<file path="config.mk">
export PLATFORM = sky130hd
export DESIGN_NAME = baud_gen_frac_flat
export DESIGN_NICKNAME = d
export VERILOG_FILES = /design/src/rtl/uart_pkg.sv /design/src/rtl/baud_gen_frac_if.sv /design/src/rtl/frac_prescaler.sv /design/src/rtl/baud_gen_frac.sv /design/src/flat_wrapper.sv
export SDC_FILE = /design/constraint.sdc
export NUM_CORES = 1
export LEC_CHECK = 0
export CAP_MARGIN = 40
export CORE_ASPECT_RATIO = 1.4
export CORE_UTILIZATION = 48
export CTS_BUF_LIST = sky130_fd_sc_hd__clkbuf_4 sky130_fd_sc_hd__clkbuf_8
export DETAILED_ROUTE_END_ITERATION = 8
export GPL_TIMING_DRIVEN = 0
export PLACE_DENSITY = 0.7
export SLEW_MARGIN = 20
export SYNTH_ARGS = -nofsm -noshare
export SYNTH_HDL_FRONTEND = slang
export SYNTH_SLANG_ARGS = --single-unit
</file>
<file path="constraint.sdc">
create_clock -name clk -period 7.8 [get_ports clk]
set_clock_uncertainty 0.2 [all_clocks]
set_input_delay 1.56 -clock clk [delete_from_list [all_inputs] [get_ports clk]]
set_output_delay 1.56 -clock clk [all_outputs]
set_load 0.01 [all_outputs]
</file>
<file path="src/rtl/uart_pkg.sv">
// uart_pkg: shared definitions for the UART baud generator slice.
//   - default field widths and reset configuration (100 MHz, 115200 baud, x16)
//   - legality limits for a runtime divisor load
//   - baud_cfg_t: the active divisor / oversampling configuration
//   - cfg_legal(): the single legality rule used wherever a load is validated
package uart_pkg;

    localparam int DIV_W_DEF        = 16;
    localparam int FRAC_W_DEF       = 4;
    localparam int OSR_W_DEF        = 5;

    localparam int MIN_DIV          = 2;
    localparam int MIN_OSR          = 4;

    localparam int RST_DIV_INT_DEF  = 54;
    localparam int RST_DIV_FRAC_DEF = 4;
    localparam int RST_OSR_DEF      = 16;

    typedef struct packed {
        logic [DIV_W_DEF-1:0]  div_int;
        logic [FRAC_W_DEF-1:0] div_frac;
        logic [OSR_W_DEF-1:0]  osr;
    } baud_cfg_t;

    // An odd OSR has no exact mid-bit tick, so it is refused along with
    // divisors too small for the counter to produce a one-cycle pulse.
    function automatic logic cfg_legal(input logic [DIV_W_DEF-1:0] div_int,
                                       input logic [OSR_W_DEF-1:0] osr);
        return (div_int >= DIV_W_DEF'(MIN_DIV)) &&
               (osr >= OSR_W_DEF'(MIN_OSR)) && !osr[0];
    endfunction

endpackage

</file>
<file path="src/rtl/baud_gen_frac_if.sv">
// baud_gen_frac_if: config/strobe bundle between the register block / UART
// FSMs (master) and the baud generator (slave).
//   en_i, div_load_i, div_int_i, div_frac_i, osr_i, rx_resync_i : to generator
//   tick_rx_o, rx_sample_o, tick_tx_o, cfg_err_o                : from generator
interface baud_gen_frac_if
    import uart_pkg::*;
#(
    parameter int DIV_W  = DIV_W_DEF,
    parameter int FRAC_W = FRAC_W_DEF,
    parameter int OSR_W  = OSR_W_DEF
);
    logic              en_i;
    logic              div_load_i;
    logic [DIV_W-1:0]  div_int_i;
    logic [FRAC_W-1:0] div_frac_i;
    logic [OSR_W-1:0]  osr_i;
    logic              rx_resync_i;
    logic              tick_rx_o;
    logic              rx_sample_o;
    logic              tick_tx_o;
    logic              cfg_err_o;

    modport master (
        output en_i, div_load_i, div_int_i, div_frac_i, osr_i, rx_resync_i,
        input  tick_rx_o, rx_sample_o, tick_tx_o, cfg_err_o
    );

    modport slave (
        input  en_i, div_load_i, div_int_i, div_frac_i, osr_i, rx_resync_i,
        output tick_rx_o, rx_sample_o, tick_tx_o, cfg_err_o
    );
endinterface

</file>
<file path="src/rtl/frac_prescaler.sv">
// frac_prescaler: fractional clock divider, one per baud channel.
//   clk, reset_n : clock, async active-low reset
//   i_en         : count enable; low holds cnt/acc/carry
//   i_clr        : synchronous clear of all state (wins over i_en)
//   i_div_int    : integer clocks per tick
//   i_div_frac   : fractional part, in 1/2^FRAC_W clock units
//   o_tick       : registered one-cycle tick, one cycle after the last count
module frac_prescaler #(
    parameter int DIV_W  = 16,
    parameter int FRAC_W = 4
) (
    input  logic              clk,
    input  logic              reset_n,
    input  logic              i_en,
    input  logic              i_clr,
    input  logic [DIV_W-1:0]  i_div_int,
    input  logic [FRAC_W-1:0] i_div_frac,
    output logic              o_tick
);
    logic [DIV_W-1:0]  r_cnt;
    logic [FRAC_W-1:0] r_acc;
    logic              r_c;
    logic              r_tick;

    logic [DIV_W:0]    w_len;
    logic [DIV_W:0]    w_cnt_inc;
    logic              w_last;
    logic [FRAC_W:0]   w_sum;

    // Interval is div_int clocks, stretched by one when the previous
    // accumulation overflowed. One extra bit keeps div_int+c from wrapping.
    assign w_len     = {1'b0, i_div_int} + {{DIV_W{1'b0}}, r_c};
    assign w_cnt_inc = {1'b0, r_cnt} + {{DIV_W{1'b0}}, 1'b1};
    assign w_last    = (w_cnt_inc == w_len);
    assign w_sum     = {1'b0, r_acc} + {1'b0, i_div_frac};

    always_ff @(posedge clk or negedge reset_n) begin
        if (!reset_n) begin
            r_cnt  <= '0;
            r_acc  <= '0;
            r_c    <= 1'b0;
            r_tick <= 1'b0;
        end else if (i_clr) begin
            r_cnt  <= '0;
            r_acc  <= '0;
            r_c    <= 1'b0;
            r_tick <= 1'b0;
        end else if (i_en) begin
            if (w_last) begin
                r_cnt        <= '0;
                {r_c, r_acc} <= w_sum;
                r_tick       <= 1'b1;
            end else begin
                r_cnt  <= w_cnt_inc[DIV_W-1:0];
                r_tick <= 1'b0;
            end
        end else begin
            r_tick <= 1'b0;
        end
    end

    assign o_tick = r_tick;
endmodule

</file>
<file path="src/rtl/baud_gen_frac.sv">
// baud_gen_frac: runtime-programmable UART baud generator.
//   clk, reset_n : clock, async active-low reset
//   bus (slave)  : en_i / div_load_i / div_int_i / div_frac_i / osr_i /
//                  rx_resync_i in; tick_rx_o / rx_sample_o / tick_tx_o /
//                  cfg_err_o out (all outputs one-cycle pulses)
// Two fractional prescalers (TX, RX) share one active config. The osr
// counters advance on the cycle a prescaler tick is visible, and the
// derived strobes are decoded from that same cycle's counter value.
module baud_gen_frac
    import uart_pkg::*;
#(
    parameter int DIV_W        = DIV_W_DEF,
    parameter int FRAC_W       = FRAC_W_DEF,
    parameter int OSR_W        = OSR_W_DEF,
    parameter int RST_DIV_INT  = RST_DIV_INT_DEF,
    parameter int RST_DIV_FRAC = RST_DIV_FRAC_DEF,
    parameter int RST_OSR      = RST_OSR_DEF
) (
    input logic            clk,
    input logic            reset_n,
    baud_gen_frac_if.slave bus
);
    baud_cfg_t        r_cfg;
    logic [OSR_W-1:0] r_txs;
    logic [OSR_W-1:0] r_rxs;
    logic             r_cfg_err;

    logic             w_legal;
    logic             w_load_ok;
    logic             w_clr_rx;
    logic             w_tx_tick;
    logic             w_rx_tick;
    logic [OSR_W-1:0] w_osr_last;
    logic [OSR_W-1:0] w_osr_mid;

    assign w_legal    = cfg_legal(bus.div_int_i, bus.osr_i);
    assign w_load_ok  = bus.div_load_i & w_legal;
    // An illegal load leaves the config alone but a coincident resync
    // still restarts the RX phase.
    assign w_clr_rx   = w_load_ok | bus.rx_resync_i;
    assign w_osr_last = r_cfg.osr - OSR_W'(1);
    assign w_osr_mid  = (r_cfg.osr >> 1) - OSR_W'(1);

    always_ff @(posedge clk or negedge reset_n) begin
        if (!reset_n) begin
            r_cfg <= '{div_int:  DIV_W'(RST_DIV_INT),
                       div_frac: FRAC_W'(RST_DIV_FRAC),
                       osr:      OSR_W'(RST_OSR)};
        end else if (w_load_ok) begin
            r_cfg <= '{div_int:  bus.div_int_i,
                       div_frac: bus.div_frac_i,
                       osr:      bus.osr_i};
        end
    end

    always_ff @(posedge clk or negedge reset_n) begin
        if (!reset_n) begin
            r_cfg_err <= 1'b0;
        end else begin
            r_cfg_err <= bus.div_load_i & ~w_legal;
        end
    end

    frac_prescaler #(.DIV_W(DIV_W), .FRAC_W(FRAC_W)) u_tx_presc (
        .clk        (clk),
        .reset_n    (reset_n),
        .i_en       (bus.en_i),
        .i_clr      (w_load_ok),
        .i_div_int  (r_cfg.div_int),
        .i_div_frac (r_cfg.div_frac),
        .o_tick     (w_tx_tick)
    );

    frac_prescaler #(.DIV_W(DIV_W), .FRAC_W(FRAC_W)) u_rx_presc (
        .clk        (clk),
        .reset_n    (reset_n),
        .i_en       (bus.en_i),
        .i_clr      (w_clr_rx),
        .i_div_int  (r_cfg.div_int),
        .i_div_frac (r_cfg.div_frac),
        .o_tick     (w_rx_tick)
    );

    always_ff @(posedge clk or negedge reset_n) begin
        if (!reset_n) begin
            r_txs <= '0;
        end else if (w_load_ok) begin
            r_txs <= '0;
        end else if (w_tx_tick) begin
            r_txs <= (r_txs == w_osr_last) ? '0 : r_txs + OSR_W'(1);
        end
    end

    always_ff @(posedge clk or negedge reset_n) begin
        if (!reset_n) begin
            r_rxs <= '0;
        end else if (w_clr_rx) begin
            r_rxs <= '0;
        end else if (w_rx_tick) begin
            r_rxs <= (r_rxs == w_osr_last) ? '0 : r_rxs + OSR_W'(1);
        end
    end

    assign bus.tick_rx_o   = w_rx_tick;
    assign bus.rx_sample_o = w_rx_tick & (r_rxs == w_osr_mid);
    assign bus.tick_tx_o   = w_tx_tick & (r_txs == w_osr_last);
    assign bus.cfg_err_o   = r_cfg_err;
endmodule

</file>
<file path="src/flat_wrapper.sv">
// flat-port wrapper written by rule: the top's interface ports become plain ports
module baud_gen_frac_flat import uart_pkg::*;
#(
    parameter int DIV_W        = DIV_W_DEF,
    parameter int FRAC_W       = FRAC_W_DEF,
    parameter int OSR_W        = OSR_W_DEF,
    parameter int RST_DIV_INT  = RST_DIV_INT_DEF,
    parameter int RST_DIV_FRAC = RST_DIV_FRAC_DEF,
    parameter int RST_OSR      = RST_OSR_DEF
)
  (clk, reset_n, bus_en_i, bus_div_load_i, bus_div_int_i, bus_div_frac_i, bus_osr_i, bus_rx_resync_i, bus_tick_rx_o, bus_rx_sample_o, bus_tick_tx_o, bus_cfg_err_o);
  baud_gen_frac_if #(.DIV_W(DIV_W), .FRAC_W(FRAC_W), .OSR_W(OSR_W)) bus_i ();
  input logic clk;
  input logic reset_n;
  input wire logic [$bits(bus_i.en_i)-1:0] bus_en_i;
  input wire logic [$bits(bus_i.div_load_i)-1:0] bus_div_load_i;
  input wire logic [$bits(bus_i.div_int_i)-1:0] bus_div_int_i;
  input wire logic [$bits(bus_i.div_frac_i)-1:0] bus_div_frac_i;
  input wire logic [$bits(bus_i.osr_i)-1:0] bus_osr_i;
  input wire logic [$bits(bus_i.rx_resync_i)-1:0] bus_rx_resync_i;
  output wire logic [$bits(bus_i.tick_rx_o)-1:0] bus_tick_rx_o;
  output wire logic [$bits(bus_i.rx_sample_o)-1:0] bus_rx_sample_o;
  output wire logic [$bits(bus_i.tick_tx_o)-1:0] bus_tick_tx_o;
  output wire logic [$bits(bus_i.cfg_err_o)-1:0] bus_cfg_err_o;
  assign bus_i.en_i = bus_en_i;
  assign bus_i.div_load_i = bus_div_load_i;
  assign bus_i.div_int_i = bus_div_int_i;
  assign bus_i.div_frac_i = bus_div_frac_i;
  assign bus_i.osr_i = bus_osr_i;
  assign bus_i.rx_resync_i = bus_rx_resync_i;
  assign bus_tick_rx_o = bus_i.tick_rx_o;
  assign bus_rx_sample_o = bus_i.rx_sample_o;
  assign bus_tick_tx_o = bus_i.tick_tx_o;
  assign bus_cfg_err_o = bus_i.cfg_err_o;
  baud_gen_frac #(.DIV_W(DIV_W), .FRAC_W(FRAC_W), .OSR_W(OSR_W), .RST_DIV_INT(RST_DIV_INT), .RST_DIV_FRAC(RST_DIV_FRAC), .RST_OSR(RST_OSR)) u_core (.clk(clk), .reset_n(reset_n), .bus(bus_i));
endmodule
</file>
==> metrics.md, run 1 <==
| Metric | Value |
|---|---|
| Status | `finished clean` |
| Reg area | `2010 µm²` |
| CP Depth | `9` |
| Slowest cell on the critical path | `nor2_1` |
| CTS HTree Levels | `3` |
| Max-cap viol count | `0` |
| R2R Setup Slk | `4.12 ns` |
| Reg-to-reg endpoint | `u_core.u_tx_presc.r_cnt[14]` |
| Initial antenna violation count | `0` |
| Hold Vio Cnt, Final | `0` |
| Post-synth EDFFs | `0` |
| Vias in the first global route | `5294` |
| TritonCTS clock tree | `built` |
| Final period utilization | `0.603` |
| Cell family with most CP delay | `simple AND/OR/NAND/NOR gates` |
| Hold_buf cts | `0` |
| Startpoint types | `primary input` |
| Commonest non-fill, non-tap cell in the layout | `nand2_1` |
| Crit path DAT | `4.80 ns` |
| Period minus WS final | `4.71 ns` |
| Setup CP Type | `in2reg` |
| Mapped Area | `5840 µm²` |
| CP Cell Sequence | `clkdlybuf4s50_1, nor4_1, nand4_1, nand3_1, nand2_1, nor2_1, clkbuf_1, a31oi_1, mux2i_1` |
| Core ar. | `11800 µm²` |
| Post-layout instance area | `6600 µm²` |
| CP Capture Point | `u_core.u_rx_presc.r_cnt[15]` |
| Die area | `12600 µm²` |
| Register area share after synthesis | `0.344` |
| CTS Buffer Depth | `2` |
| Worst skew pair latency | `0.38 ns` |
| Synth async-reset ratio | `1.00` |
| Share of layout cells above drive strength 1 | `0.0702` |
| Total Wirelength | `15400 µm` |
| # DRC | `0` |
| Setup violators final | `0` |
| Die W | `95.2 µm` |
| Routability cong. | `0.944` |
| Power Total | `1.05 mW` |
| Post-DP HPWL | `11900 µm` |
| DIE HEIGHT | `133 µm` |
| Avg Cell Area, Syn | `8.46 µm²` |
| Max rail drop VDD | `0.121 mV` |
| Initial DRC Count | `244` |
| DR WL/cell | `17.4 µm` |
| CP required | `7.90 ns` |
| Cts bufs inserted | `9` |
| Largest net degree at the start of global routing | `58` |
| Cell Pwr Density | `159 nW/µm²` |
| Crit path from | `bus_div_int_i[4]` |
| Number of iterations in the first detailed-routing pass | `4` |
| First-pass GRT wire length | `25700 µm` |
| Num rows | `47` |
| Mapped Nets | `741` |
| Crit-path max cell delay | `0.72 ns` |
| Max Freq | `0.213 GHz` |
| Library cells used by synthesis | `60` |
| Most frequent cells in the layout | `nand2_1, dfrtp_1, xnor2_1, nand3_1, nor2_1` |
| Slew HR | `0.387` |
| Max FO, Critical Path | `10` |
| PostCTS Resize Cnt | `0` |
| R2R Path Start | `u_core.r_cfg[13]` |
| Fillers | `1073` |
| Multi-input gate area | `3560 µm²` |
| Reg2reg path depth | `9` |
| Initial Util | `0.494` |
| Setup TNS | `0 ns` |
| Mapped Cells | `690` |
| ANT cells | `0` |
| IO Port Bufs | `33` |
| Post-CTS setup buffers | `0` |
| Vias per inst | `5.91` |
| Primary FF master, synth | `dfrtp_1` |
| Total number of vias | `5248` |
| Synthesis Warnings | `0` |
| IO Count | `34` |
| Buffers and inverters on the worst path | `2` |
| Critical path capture point type | `register` |
| Synthesis-stage register bit count | `80` |
| RSZ-0062 raised after global routing | `false` |
| GRT Total Usage | `0.262` |
| Least-Margin Pin Slew | `0.916 ns` |
| Area growth from synthesis to layout | `13.1%` |
| Leak Pwr | `2.82 nW` |
| DP Area | `6390 µm²` |
| Worst hold path class | `reg2reg` |
| Gr ovfl total | `0` |
| Post-route ant nets | `0` |
| Count of pins over their slew limit | `0` |
| CTS clk-pin slew, worst paths | `0.09 ns` |
| Clk root buf | `clkbuf_8` |
| CTS Sinks | `80` |
| Layout net count | `787` |
## per-layer routing
metal	GRT usage	vias to the layer above	wire length, µm
met3	0.0385	46	574
met1	0.298	2563	6210
met2	0.467	137	8140
met4	0.126	0	522
met5	0	-	0
li1	-	2502	-
## sequential cells by signal, summed over array words and instances (netlist names), 4 cells and up
name,flops
u_core.r_cfg,25
u_core.r_rxs,5
u_core.r_txs,5
u_core.u_rx_presc.r_acc,4
u_core.u_rx_presc.r_cnt,16
u_core.u_tx_presc.r_acc,4
u_core.u_tx_presc.r_cnt,16
## layout make-up
type	count	share of cell area
buffer	46	0.0322
clock buffer	11	0.0229
clock inverter	5	0.00947
inverter	16	0.00909
multi-input combinational	548	0.540
sequential	80	0.304
tap	147	0.0279
timing repair buffer	35	0.0544
## synthesized netlist by cell type, drive strengths merged (2+ instances only)
cell | n | area share
and3 | 13 | 0.014
xnor2 | 64 | 0.096
a31oi | 11 | 0.012
nor3 | 26 | 0.022
nand3 | 52 | 0.045
ha | 19 | 0.041
nand4 | 23 | 0.026
o22ai | 3 | 0.0032
mux2i | 11 | 0.019
a32o | 2 | 0.0034
and4 | 4 | 0.0064
nor3b | 5 | 0.0064
inv | 16 | 0.010
nor4 | 20 | 0.024
dfrtp | 74 | 0.32
a21boi | 2 | 0.0026
a211oi | 4 | 0.0051
nor2 | 43 | 0.028
o21ai | 24 | 0.021
or4 | 5 | 0.0071
nor4b | 2 | 0.0030
clkbuf | 29 | 0.019
o211ai | 3 | 0.0039
xor2 | 36 | 0.054
a21oi | 14 | 0.012
xnor3 | 7 | 0.027
or3 | 6 | 0.0064
a21o | 5 | 0.0064
dfstp | 6 | 0.027
o21a | 3 | 0.0039
buf | 17 | 0.018
nand2 | 117 | 0.075
o2111ai | 2 | 0.0030
nor2b | 3 | 0.0032
fa | 2 | 0.0069
## how the worst min path moves through the flow
stage / start / end / slack, ns / cells after the start
after floorplan: u_core.r_cfg[7] / u_core.r_cfg[7] / 0.25 / 2
after global placement: u_core.r_cfg[7] / u_core.r_cfg[7] / 0.27 / 2
after detailed placement: u_core.r_cfg[7] / u_core.r_cfg[7] / 0.28 / 2
after CTS: u_core.r_cfg[7] / u_core.r_cfg[7] / 0.29 / 2
after global routing: u_core.r_cfg[7] / u_core.r_cfg[7] / 0.31 / 2
final: u_core.r_cfg[7] / u_core.r_cfg[7] / 0.29 / 2
## worst register-to-register path, stage by stage (launching register included)
cell      delay (ns)
dfstp_2         0.52
buf_2           0.19
nand4_2         0.28
nor3_1          0.49
nand3_1         0.15
xnor2_1         0.15
nor4b_1         0.76
a31o_2          0.33
clkbuf_1        0.38
nor2_1          0.11
## power breakdown
group,switching (mW),internal [mW],leakage [nW]
logic,0.139,0.111,1.65
clock network,0.171,0.167,0.102
registers,0.0233,0.441,1.06
total,0.334,0.719,2.82
## per-stage QoR
step	worst slack (ns)	utilization	cells	hold WS, ns
after floorplan	4.29	-	690	0.250
after CTS	3.18	0.559	888	0.292
after detailed placement	2.78	0.541	872	0.279
final	3.09	0.559	888	0.292
after global placement	2.06	0.538	870	0.272
after global routing	2.96	0.559	888	0.306
## logic make-up (layout without fill, tap and decap cells)
family,after synthesis,after routing,share of synthesized area
flip-flops,80,80,0.344
multiplexers,12,12,0.0208
AO/OA/AOI/OAI,83,83,0.0908
adder cells (fa/ha/maj),21,21,0.0476
buffers and inverters,62,113,0.0467
AND/OR/NAND/NOR,325,325,0.273
XOR/XNOR,107,107,0.177
Note: power is estimated with default switching activity, not from simulation.
==> inputs of run 2 (changes only) <==
Clock period 7.8 ns to 4.5 ns, I/O delays scaled along.
==> results of run 2 <==
Same layout as run 1 (identical final DEF). Status: finished clean.
Main changes from that run: setup slack after placement 2.78 ns -> 0.144 ns; setup slack after layout 3.09 ns -> 0.454 ns; hold slack 0.292 ns -> 0.220 ns; register-to-register setup slack 4.12 ns -> 0.82 ns; total power 1.05 mW -> 1.82 mW; worst IR drop on VDD 0.121 mV -> 0.210 mV
